`src/rtl/ram_arbiter_if.sv`:
```
// Requester and RAM-side signal bundle for ram_arbiter.
// slave is the arbiter's view; master is the requesters-plus-RAM environment.
interface ram_arbiter_if #(
   parameter int ADDR_WIDTH = 8,
   parameter int DATA_WIDTH = 16
);
   logic                  i_req0;
   logic                  i_req1;
   logic                  i_we0;
   logic                  i_we1;
   logic [ADDR_WIDTH-1:0] i_addr0;
   logic [ADDR_WIDTH-1:0] i_addr1;
   logic [DATA_WIDTH-1:0] i_wdata0;
   logic [DATA_WIDTH-1:0] i_wdata1;
   logic                  o_ack0;
   logic                  o_ack1;
   logic                  o_rvalid0;
   logic                  o_rvalid1;
   logic [DATA_WIDTH-1:0] o_rdata0;
   logic [DATA_WIDTH-1:0] o_rdata1;
   logic                  o_ram_load;
   logic [ADDR_WIDTH-1:0] o_ram_addr;
   logic [DATA_WIDTH-1:0] o_ram_data;
   logic [DATA_WIDTH-1:0] i_ram_data;
   logic                  o_busy;

   modport slave (
      input  i_req0, i_req1, i_we0, i_we1, i_addr0, i_addr1, i_wdata0, i_wdata1,
      input  i_ram_data,
      output o_ack0, o_ack1, o_rvalid0, o_rvalid1, o_rdata0, o_rdata1,
      output o_ram_load, o_ram_addr, o_ram_data, o_busy
   );

   modport master (
      output i_req0, i_req1, i_we0, i_we1, i_addr0, i_addr1, i_wdata0, i_wdata1,
      output i_ram_data,
      input  o_ack0, o_ack1, o_rvalid0, o_rvalid1, o_rdata0, o_rdata1,
      input  o_ram_load, o_ram_addr, o_ram_data, o_busy
   );
endinterface

```
`src/rtl/ram_arbiter.sv`:
```
// Two-port round-robin arbiter in front of a single-port synchronous RAM.
// A request is captured in IDLE, issued to the RAM for one cycle, and a read returns two cycles later.
module ram_arbiter #(
   parameter int ADDR_WIDTH = 8,
   parameter int DATA_WIDTH = 16
) (
   input  logic         i_clk,
   input  logic         i_rst,
   ram_arbiter_if.slave bus,
   output logic [1:0]   o_dbg_state
);

   // Handshake: a requester raises i_reqN with we/addr/wdata stable and holds them
   // until it sees o_ackN (the single RAM issue cycle), dropping i_reqN the cycle after.
   // A read then answers with a one-cycle o_rvalidN; o_rdataN holds until that
   // port's next read completes. Requests are only looked at while IDLE.

   typedef enum logic [1:0] {
      IDLE      = 2'd0,
      ISSUE     = 2'd1,
      READ_WAIT = 2'd2
   } state_t;

   state_t                r_state;
   state_t                w_next;
   logic                  r_gnt;
   logic                  r_last;
   logic                  r_we;
   logic [ADDR_WIDTH-1:0] r_addr;
   logic [DATA_WIDTH-1:0] r_wdata;
   logic [DATA_WIDTH-1:0] r_rdata0;
   logic [DATA_WIDTH-1:0] r_rdata1;
   logic                  r_rvalid0;
   logic                  r_rvalid1;

   logic                  w_any_req;
   logic                  w_gnt_idx;
   logic                  w_capture;
   logic                  w_read_done;
   logic                  w_ack0;
   logic                  w_ack1;
   logic                  w_ram_load;
   logic                  w_busy;

   assign w_any_req = bus.i_req0 | bus.i_req1;

   // On contention the port that did not win last time gets the grant.
   always_comb begin
      w_gnt_idx = 1'b0;
      if (bus.i_req0 && bus.i_req1) begin
         w_gnt_idx = ~r_last;
      end else if (bus.i_req1) begin
         w_gnt_idx = 1'b1;
      end
   end

   assign w_capture   = (r_state == IDLE) && w_any_req;
   assign w_read_done = (r_state == READ_WAIT);

   always_ff @(posedge i_clk or posedge i_rst) begin
      if (i_rst) begin
         r_state <= IDLE;
      end else begin
         r_state <= w_next;
      end
   end

   always_comb begin
      w_next = r_state;
      case (r_state)
         IDLE:      if (w_any_req) w_next = ISSUE;
         ISSUE:     w_next = r_we ? IDLE : READ_WAIT;
         READ_WAIT: w_next = IDLE;
         default:   w_next = IDLE;
      endcase
   end

   always_comb begin
      w_ack0     = 1'b0;
      w_ack1     = 1'b0;
      w_ram_load = 1'b0;
      w_busy     = 1'b0;
      case (r_state)
         ISSUE: begin
            w_ack0     = ~r_gnt;
            w_ack1     = r_gnt;
            w_ram_load = r_we;
            w_busy     = 1'b1;
         end
         READ_WAIT: w_busy = 1'b1;
         default: ;
      endcase
   end

   // r_addr/r_wdata drive the RAM directly, so they keep their value outside ISSUE.
   always_ff @(posedge i_clk or posedge i_rst) begin
      if (i_rst) begin
         r_gnt   <= 1'b0;
         r_last  <= 1'b1;
         r_we    <= 1'b0;
         r_addr  <= '0;
         r_wdata <= '0;
      end else if (w_capture) begin
         r_gnt   <= w_gnt_idx;
         r_last  <= w_gnt_idx;
         r_we    <= w_gnt_idx ? bus.i_we1    : bus.i_we0;
         r_addr  <= w_gnt_idx ? bus.i_addr1  : bus.i_addr0;
         r_wdata <= w_gnt_idx ? bus.i_wdata1 : bus.i_wdata0;
      end
   end

   always_ff @(posedge i_clk or posedge i_rst) begin
      if (i_rst) begin
         r_rvalid0 <= 1'b0;
         r_rvalid1 <= 1'b0;
         r_rdata0  <= '0;
         r_rdata1  <= '0;
      end else begin
         r_rvalid0 <= w_read_done && !r_gnt;
         r_rvalid1 <= w_read_done && r_gnt;
         if (w_read_done && !r_gnt) r_rdata0 <= bus.i_ram_data;
         if (w_read_done && r_gnt)  r_rdata1 <= bus.i_ram_data;
      end
   end

   assign bus.o_ack0     = w_ack0;
   assign bus.o_ack1     = w_ack1;
   assign bus.o_rvalid0  = r_rvalid0;
   assign bus.o_rvalid1  = r_rvalid1;
   assign bus.o_rdata0   = r_rdata0;
   assign bus.o_rdata1   = r_rdata1;
   assign bus.o_ram_load = w_ram_load;
   assign bus.o_ram_addr = r_addr;
   assign bus.o_ram_data = r_wdata;
   assign bus.o_busy     = w_busy;
   assign o_dbg_state    = r_state;

endmodule

```
`src/flat_wrapper.sv`:
```
// flat-port wrapper written by rule: the top's interface ports become plain ports
module ram_arbiter_flat 
#(
   parameter int ADDR_WIDTH = 8,
   parameter int DATA_WIDTH = 16
)
  (i_clk, i_rst, o_dbg_state, bus_i_req0, bus_i_req1, bus_i_we0, bus_i_we1, bus_i_addr0, bus_i_addr1, bus_i_wdata0, bus_i_wdata1, bus_i_ram_data, bus_o_ack0, bus_o_ack1, bus_o_rvalid0, bus_o_rvalid1, bus_o_rdata0, bus_o_rdata1, bus_o_ram_load, bus_o_ram_addr, bus_o_ram_data, bus_o_busy);
  ram_arbiter_if #(.ADDR_WIDTH(ADDR_WIDTH), .DATA_WIDTH(DATA_WIDTH)) bus_i ();
  input  logic i_clk;
  input  logic i_rst;
  output logic [1:0] o_dbg_state;
  input wire logic [$bits(bus_i.i_req0)-1:0] bus_i_req0;
  input wire logic [$bits(bus_i.i_req1)-1:0] bus_i_req1;
  input wire logic [$bits(bus_i.i_we0)-1:0] bus_i_we0;
  input wire logic [$bits(bus_i.i_we1)-1:0] bus_i_we1;
  input wire logic [$bits(bus_i.i_addr0)-1:0] bus_i_addr0;
  input wire logic [$bits(bus_i.i_addr1)-1:0] bus_i_addr1;
  input wire logic [$bits(bus_i.i_wdata0)-1:0] bus_i_wdata0;
  input wire logic [$bits(bus_i.i_wdata1)-1:0] bus_i_wdata1;
  input wire logic [$bits(bus_i.i_ram_data)-1:0] bus_i_ram_data;
  output wire logic [$bits(bus_i.o_ack0)-1:0] bus_o_ack0;
  output wire logic [$bits(bus_i.o_ack1)-1:0] bus_o_ack1;
  output wire logic [$bits(bus_i.o_rvalid0)-1:0] bus_o_rvalid0;
  output wire logic [$bits(bus_i.o_rvalid1)-1:0] bus_o_rvalid1;
  output wire logic [$bits(bus_i.o_rdata0)-1:0] bus_o_rdata0;
  output wire logic [$bits(bus_i.o_rdata1)-1:0] bus_o_rdata1;
  output wire logic [$bits(bus_i.o_ram_load)-1:0] bus_o_ram_load;
  output wire logic [$bits(bus_i.o_ram_addr)-1:0] bus_o_ram_addr;
  output wire logic [$bits(bus_i.o_ram_data)-1:0] bus_o_ram_data;
  output wire logic [$bits(bus_i.o_busy)-1:0] bus_o_busy;
  assign bus_i.i_req0 = bus_i_req0;
  assign bus_i.i_req1 = bus_i_req1;
  assign bus_i.i_we0 = bus_i_we0;
  assign bus_i.i_we1 = bus_i_we1;
  assign bus_i.i_addr0 = bus_i_addr0;
  assign bus_i.i_addr1 = bus_i_addr1;
  assign bus_i.i_wdata0 = bus_i_wdata0;
  assign bus_i.i_wdata1 = bus_i_wdata1;
  assign bus_i.i_ram_data = bus_i_ram_data;
  assign bus_o_ack0 = bus_i.o_ack0;
  assign bus_o_ack1 = bus_i.o_ack1;
  assign bus_o_rvalid0 = bus_i.o_rvalid0;
  assign bus_o_rvalid1 = bus_i.o_rvalid1;
  assign bus_o_rdata0 = bus_i.o_rdata0;
  assign bus_o_rdata1 = bus_i.o_rdata1;
  assign bus_o_ram_load = bus_i.o_ram_load;
  assign bus_o_ram_addr = bus_i.o_ram_addr;
  assign bus_o_ram_data = bus_i.o_ram_data;
  assign bus_o_busy = bus_i.o_busy;
  ram_arbiter #(.ADDR_WIDTH(ADDR_WIDTH), .DATA_WIDTH(DATA_WIDTH)) u_core (.i_clk(i_clk), .i_rst(i_rst), .bus(bus_i), .o_dbg_state(o_dbg_state));
endmodule
```
`config.mk`:
```
export PLATFORM = sky130hd
export DESIGN_NAME = ram_arbiter_flat
export DESIGN_NICKNAME = d
export VERILOG_FILES = /design/src/rtl/ram_arbiter_if.sv /design/src/rtl/ram_arbiter.sv /design/src/flat_wrapper.sv
export SDC_FILE = /design/constraint.sdc
export NUM_CORES = 1
export LEC_CHECK = 0
export CORE_MARGIN = 1
export CORE_UTILIZATION = 43
export DETAILED_ROUTE_END_ITERATION = 10
export PLACE_DENSITY = 0.85
export SLEW_MARGIN = 20
export SYNTH_ARGS = -nofsm -noshare
export SYNTH_HDL_FRONTEND = slang
export SYNTH_SLANG_ARGS = --single-unit
```
`constraint.sdc`:
```
create_clock -name i_clk -period 4.6 [get_ports i_clk]
set_input_delay 1.38 -clock i_clk [delete_from_list [all_inputs] [get_ports i_clk]]
set_output_delay 1.38 -clock i_clk [all_outputs]
set_load 0.05 [all_outputs]
```
# Word level (Yosys, flattened, before mapping)
# Index checks and enable logic that the tools add are counted.
# Widths: inputs -> output; s select.
# totals
romBits	0
ram_bits	0
word_cells	35
regBits	63
in_bits	70
memories	0
latch_bits	0
# classes
mux	12
magnitude_cmp	0
add_sub_neg	0
n_reduce_logical	7
n_div	0
eq_ne	3
n_shift	0
n_bitwise	3
multipliers	0
# ops
op	count
$mux 16	1
$mux 8	1
$mux 1	7
$logic_and 1x1->1	4
$mux 2	2
$pmux 2 s2	1
$eq 2x1->1 const B	1
$eq 2x2->1 const B	1
$logic_not 2->1	1
$ne 2x1->1 const B	1
$not 1->1	2
$reduce_or 2->1	1
$logic_not 1->1	1
$or 1x1->1	1

# Logic depth before layout (Yosys ltp)
# Gate-level depths: netlist of run 1.
# depth
word_depth	3
ltp_mapped	7

# Worst setup path before layout of run 1
# OpenSTA, ideal clock, no wires.
# synth_path
path_type	reg-to-output
from	register u_core.r_state[1] (netlist: u_core.o_dbg_state[1])
to	output bus_o_ack0
arrival_ns	1.630
n_path_buf	0
required_time_ns	3.220
stages_incl_launch_ff	4
path_slack_ns	1.590
path_cell_list	dfrtp_1 inv_1 ha_1 nor2b_1
# synth_via
elab_chain_len	2
# synth_rtl
item	line	text
start, declared	ram_arbiter.sv:24	state_t r_state;
start signal, assigned	ram_arbiter.sv:64	r_state <= w_next;
$eq 2x1->1	ram_arbiter.sv:83	case (r_state)
$mux 1	ram_arbiter.sv:83	
end, declared	flat_wrapper.sv:21	output wire logic [$bits(bus_i.o_ack0)-1:0] bus_o_ack0;
# Every way passes these cells.

# Worst setup path in the final report of run 1
# Ends and elaborated chain as after synthesis.

==> out/metrics.cfg, run 1 <==
[outcome]
status = finished clean

[drt]
avgRoutedWirePerCell_um = 15.1
firstDrtPassIters = 4
dr.max_layer_used = met4
wl_met2_um = 3250
vias = 2207
via_per_inst = 4.96
route.detailed.drc = 0
met3_length_um = 846
drt_iter0_drc = 56
ant_nets = 0
drt_wl_total_um = 6700
met1_length_um = 2480

[timing]
max_freq_mhz = 292
finalMaxSlewViolations = 0
worst_pin_slew_ns = 0.912
rsz0062_at_grt = no
max_slew_margin_pct = 39.2
clock_skew_ns = 0.00726
finalCritPeriodShare_pct = 74.4
setup-violations-final = 0
fin_tns_setup_ns = 0
finalHoldViolCount = 0
fin_crit_ns = 3.42

[place]
io_buffers = 133
gp_congestion = 0.739
dp_hpwl_um = 4720

[flow_run]
maxCapViolations = 0

[floorplan]
std_cell_rows = 28
core-area_mm2 = 0.00596
ios = 134
fp.dieH_um = 80.9
dieArea_mm2 = 0.00655
start_util_pct = 45.0
dieWidth_um = 80.9

[worst_hold_path]
holdCritPathClass = flip-flop to flip-flop
holdPathEnd = u_core.bus.o_rdata1[11]$_DFFE_PP0P_
holdCritStartpoint = u_core.bus.o_rdata1[11]$_DFFE_PP0P_
whs_path_depth = 1

[critical_path]
end_kind = output pin
r2r_slack_ns = 2.61
critPathMaxFanout = 4
r2r-end = u_core.bus.o_ram_data[0]$_DFFE_PP0P_
worstPathCellList = inv_1, ha_1, nor2b_1, clkdlybuf4s50_1
max_stage_delay_ns = 0.82
critPathKind = flip-flop to output pin
worstSetupStartpointType = flip-flop
slowest_stage = clkdlybuf4s50_1
cp_num_buf_inv = 2
r2r_start = u_core.o_dbg_state[1]$_DFFE_PP0P_
critPathTopFamily = buffers and inverters
reg2reg_depth = 5
arrival_ns = 2.04
cp.required_ns = 3.22

[synthesis]
yosys_warnings = 0
synthCells = 233
synth-seq-cells = 63
netlist_area_mm2 = 0.00268
synthesis.nets = 306
synth.avg_cell_area_um2 = 11.5
yosysSeqAreaShare_pct = 58.9
synth_cell_type_count = 24

[clock_tree]
cts_sinks = 63
clk_latency_ns = 0.34
cts_setup_buffers = 0
clkSlewWorstSetupHoldPaths_ns = 0.07
numCtsBuffers = 9
cts_tree = yes
cts_root_buf = clkbuf_8
clockBufferDepth = 2
postCtsHoldBufs = 0
h-tree-depth = 3
cts_resized = 0

[power_and_ir_drop]
powerDensity_mw_per_mm2 = 902
finalPower_uw = 3820
p_leak_uw = 0.00178
vdd_drop_max_mv = 0.490

[grt]
grt_use_total_pct = 22.0
grt_first_pass_wirelength_um = 10500
antenna_found_initial = 0
grt_max_degree = 50
overflow = 0
grt_pass1_vias = 2297

[final_layout]
final_cell_mix = 133 x clkdlybuf4s50_1, 62 x dfrtp_1, 47 x a21oi_1, 32 x mux2_2
drive_gt1_share_pct = 16.2
area_delta_synth_final_pct = 58.4
fin_nets = 438
antenna_cells = 0
num-fill-cells = 431
final_common_cell = clkdlybuf4s50_1

[final cells by class]
| cell class | instances | area, um^2 | area share (%) |
|---|---|---|---|
| sequential | 63 | 1580 | 37.2 |
| timing repair buffer | 135 | 1350 | 31.7 |
| multi-input combinational | 152 | 986 | 23.3 |
| clock buffer | 9 | 124 | 2.92 |
| clock inverter | 7 | 96.3 | 2.27 |
| tap | 75 | 93.8 | 2.21 |
| inverter | 4 | 16.3 | 0.384 |
[registers in the layout, indices dropped and copies added (netlist names)]
name                   flops
u_core.bus.o_ram_addr      8
u_core.bus.o_ram_data     16
u_core.bus.o_rdata0       16
u_core.bus.o_rdata1       16
u_core.bus.o_rvalid0       1
u_core.bus.o_rvalid1       1
u_core.o_dbg_state         2
u_core.r_gnt               1
u_core.r_last              1
u_core.r_we                1
[metrics by stage]
stage                     cell area, um^2  hold slack, ns  setup WS [ns]  util, %  std cells
after floorplan                      2680           0.501           1.59        -        233
after global placement               4010           0.487           1.43     67.4        429
after detailed placement             4010           0.494           1.39     67.4        429
after CTS                            4230           0.509           1.14     71.1        445
after global routing                 4240           0.519           1.08     71.2        445
final                                4240           0.505           1.18     71.2        445
[Yosys cell counts]
cell | number | share of area, %
dfrtp_1 | 62 | 58
a21oi_1 | 47 | 8.8
mux2_2 | 32 | 13
nand2_1 | 26 | 3.6
nor2_1 | 26 | 3.6
buf_2 | 7 | 1.3
buf_6 | 5 | 2.1
a21oi_2 | 4 | 1.3
inv_1 | 4 | 0.56
ha_1 | 3 | 1.4
and2_1 | 2 | 0.47
buf_4 | 2 | 0.56
nor2b_1 | 2 | 0.47
a21bo_2 | 1 | 0.37
a21boi_0 | 1 | 0.28
a21boi_4 | 1 | 0.70
a22o_1 | 1 | 0.33
a31oi_1 | 1 | 0.23
dfstp_2 | 1 | 0.98
mux2i_1 | 1 | 0.37
nand2_2 | 1 | 0.23
nand2b_1 | 1 | 0.23
o21a_1 | 1 | 0.28
o21ai_2 | 1 | 0.33
[cells by family (layout without fill, tap and decap cells)]
| logic type | count (synthesis) | count (layout) | share of synthesized area, % |
|---|---|---|---|
| flops | 63 | 63 | 58.9 |
| compound gates | 58 | 58 | 12.6 |
| mux | 33 | 33 | 13.8 |
| buf+inv | 18 | 155 | 4.53 |
| simple gates | 58 | 58 | 8.69 |
| fa+ha+maj | 3 | 3 | 1.40 |
[worst max-delay path by stage]
stage | from | end | slack [ns] | depth (start not counted)
2_1_floorplan | u_core.o_dbg_state[1]$_DFFE_PP0P_ | bus_o_ack0 | 1.59 | 3
3_3_place_gp | bus_i_req0 | u_core.bus.o_ram_data[2]$_DFFE_PP0P_ | 1.43 | 4
3_5_place_dp | bus_i_req0 | u_core.bus.o_ram_data[0]$_DFFE_PP0P_ | 1.39 | 4
4_1_cts | u_core.o_dbg_state[1]$_DFFE_PP0P_ | bus_o_ack0 | 1.14 | 4
5_1_grt | u_core.o_dbg_state[1]$_DFFE_PP0P_ | bus_o_ack0 | 1.08 | 4
6_report | u_core.o_dbg_state[1]$_DFFE_PP0P_ | bus_o_ack0 | 1.18 | 4
[metal layers]
metal / up-vias / GRT usage [%]
li1: 1053 / -
met1: 1033 / 22.7
met2: 111 / 37.0
met3: 10 / 10.2
met4: 0 / 11.6
met5: - / 0
[worst reg2reg max path, stage by stage (launching register included)]
cell	delay (ns)
dfrtp_1	0.40
inv_1	0.11
ha_1	0.33
o21a_1	0.78
nor2_1	0.10
a21oi_1	0.18
[report_power, final]
| part | internal [uW] | leakage, uW | total, uW | switching, uW |
|---|---|---|---|---|
| Sequential | 840 | 0.000728 | 994 | 154 |
| Clock | 305 | 0.000102 | 525 | 219 |
| Combinational | 811 | 0.000948 | 2310 | 1490 |
| Total | 1960 | 0.00178 | 3820 | 1870 |
No activity file was read; power rests on OpenSTA's default activity.
==> run 2: changes to the inputs <==
Settings changed: CORE_UTILIZATION 43 to 36, PLACE_DENSITY 0.85 to 0.76.
Clock period 4.6 ns to 2.8 ns, I/O delays scaled along.
==> run 2 against run 1 <==
Net effect: non-clock buffer count increased by 5; clock skew is essentially flat; largest power group unchanged; hold slack barely moved; critical endpoint is now bus_o_busy; setup slack lost 1.1 ns.
==> out/metrics.cfg, run 2 (synthesized netlist as in run 1, its figures left out) <==
[timing]
max_slew_margin_pct = 64.6  ; was 39.2%
finalCritPeriodShare_pct = 96.3
max_freq_mhz = 371
finalMaxSlewViolations = 0  ; unchanged
fin_tns_setup_ns = 0  ; unchanged
worst_pin_slew_ns = 0.529  ; was 0.912 ns
setup-violations-final = 0  ; unchanged
rsz0062_at_grt = no  ; unchanged
fin_crit_ns = 2.70
timing.hold.ws_ns = 0.505  ; about the same
finalHoldViolCount = 0  ; unchanged
clock_skew_ns = 0.00689  ; was 0.00726 ns

[drt]
via_per_inst = 4.72  ; was 4.96
route.detailed.drc = 0  ; unchanged
avgRoutedWirePerCell_um = 14.0  ; was 15.1 um
firstDrtPassIters = 4  ; unchanged
drt_wl_total_um = 6590  ; was 6700 um
vias = 2228  ; was 2207
drt_iter0_drc = 99  ; was 56
ant_nets = 0  ; unchanged

[final_layout]
area_delta_synth_final_pct = 59.4  ; was 58.4%
antenna_cells = 0  ; unchanged
drive_gt1_share_pct = 16.9  ; was 16.2%
fin_nets = 443  ; was 438
final_cells = 472  ; was 445
final_cell_mix = 130 x clkdlybuf4s50_1, 62 x dfrtp_1, 47 x a21oi_1, 32 x mux2_2  ; was 133 x clkdlybuf4s50_1, 62 x dfrtp_1, 47 x a21oi_1, 32 x mux2_2
final_common_cell = clkdlybuf4s50_1  ; unchanged
fin_area_mm2 = 0.00427  ; was 0.00424 mm^2

[grt]
overflow = 0  ; unchanged
grt_max_degree = 35  ; was 50
grt_pass1_vias = 2190  ; was 2297
antenna_found_initial = 0  ; unchanged
grt_first_pass_wirelength_um = 10400  ; was 10500 um
grt_use_total_pct = 17.6  ; was 22.0%

[clock_tree]
h-tree-depth = 3  ; unchanged
clkSlewWorstSetupHoldPaths_ns = 0.07  ; about the same
clk_latency_ns = 0.32  ; was 0.34 ns
cts_sinks = 63  ; unchanged
clockBufferDepth = 2  ; unchanged
numCtsBuffers = 9  ; unchanged
cts_tree = yes  ; unchanged
cts_root_buf = clkbuf_8  ; unchanged

[power_and_ir_drop]
powerDensity_mw_per_mm2 = 1420  ; was 902 mW/mm^2
finalPower_uw = 6080  ; was 3820 uW
swShare_pct = 49.6  ; was 48.8%
intPower_uw = 3060  ; was 1960 uW
p_leak_uw = 0.00182  ; was 0.00178 uW
clkPwrFrac_pct = 10.3  ; was 13.7%
pwr-share-comb_pct = 63.0  ; was 60.3%
seq_power_share_pct = 26.7  ; was 26.0%
power.switching_uw = 3020  ; was 1870 uW
vdd_drop_max_mv = 0.705  ; was 0.490 mV

[critical_path]
critPathTopFamily = buffers and inverters  ; unchanged
arrival_ns = 1.86  ; was 2.04 ns
cp.required_ns = 1.96  ; was 3.22 ns
worstSetupStartpointType = flip-flop  ; unchanged
max_stage_delay_ns = 0.79  ; was 0.82 ns
cp_num_buf_inv = 2  ; unchanged
critPathMaxFanout = 3  ; was 4
critPathKind = flip-flop to output pin  ; unchanged
slowest_stage = clkdlybuf4s50_1  ; unchanged
worstPathCellList = inv_1, ha_1, clkdlybuf4s50_1  ; was inv_1, ha_1, nor2b_1, clkdlybuf4s50_1
end_kind = output pin  ; unchanged

[floorplan]
fp.dieH_um = 88.2  ; was 80.9 um
dieWidth_um = 88.2  ; was 80.9 um
start_util_pct = 37.1  ; was 45.0%
std_cell_rows = 31  ; was 28
dieArea_mm2 = 0.00779  ; was 0.00655 mm^2
core-area_mm2 = 0.00721  ; was 0.00596 mm^2
ios = 134  ; unchanged

[place]
dp_hpwl_um = 4860  ; was 4720 um
gp_congestion = 0.705  ; was 0.739
dpl_cell_area_mm2 = 0.00412  ; was 0.00401 mm^2
dpl.cell_count = 458  ; was 429
io_buffers = 133  ; unchanged

[worst_hold_path]
holdCritPathClass = flip-flop to flip-flop  ; unchanged

[outcome]
status = finished clean  ; unchanged

[flow_run]
maxCapViolations = 0  ; unchanged

## run 2: cell count changes in the layout (fill, tap and decap cells not counted), sizes merged
cell and change:
clkdlybuf4s50 -3, dlymetal6s2s +1, bufinv -2, dlygate4sd2 +2, clkinvlp -2, buf +5
clkinv +2
## run 2: path summary, 6_finish.rpt
path,start,end,slack [ns],cells after the start
max,u_core.o_dbg_state[0]$_DFFE_PP0P_,bus_o_busy,0.10,3
min,u_core.bus.o_rdata0[10]$_DFFE_PP0P_,u_core.bus.o_rdata0[10]$_DFFE_PP0P_,0.51,1
max reg2reg,u_core.o_dbg_state[0]$_DFFE_PP0P_,u_core.bus.o_rdata0[6]$_DFFE_PP0P_,1.23,5
min reg2reg,u_core.bus.o_rdata0[10]$_DFFE_PP0P_,u_core.bus.o_rdata0[10]$_DFFE_PP0P_,0.51,1
max in group asynchronous,i_rst,u_core.bus.o_rdata0[2]$_DFFE_PP0P_,1.37,3
min in group asynchronous,i_rst,u_core.bus.o_ram_data[0]$_DFFE_PP0P_,0.88,2
## run 2: area by class of cell
type	instances	area, um^2
Multi-Input combinational cell	152	978
Inverter	4	15.0
Fill cell	632	2950
Timing Repair Buffer	140	1420
Clock buffer	9	124
Sequential cell	63	1580
Clock inverter	5	27.5
Tap cell	99	124
## run 2: what timing repair did
action / CTS / global route
resized for setup: 2 / 1
hold buffers: 0 / 0
endpoints found under the setup margin: 2 / 1
buffers inserted: 0 / 0
## run 2: power by group through the flow
stage | sequential, uW | clock, uW | combinational (uW)
6_report | 1620 | 626 | 3830
5_1_grt | 1680 | 698 | 4040
2_1_floorplan | 3150 | 0 | 1060
3_5_place_dp | 1650 | 0 | 3870
4_1_cts | 1630 | 652 | 3860
3_3_place_gp | 1620 | 0 | 3830
## run 2: layer usage
metal,up-vias,global-route usage (%),share of wire (%)
met2,102,28.7,48
met1,1056,21.0,41
li1,1063,-,-
met3,7,6.90,10
met4,0,6.60,1.3
met5,-,0,0
## run 2: metrics by stage
step / setup WS (ns) / utilization, %
2_1_floorplan: 0.330 / -
3_3_place_gp: 0.378 / 57.1
3_5_place_dp: 0.293 / 57.1
4_1_cts: 0.000958 / 59.1
5_1_grt: 0.0347 / 59.2
6_report: 0.102 / 59.2
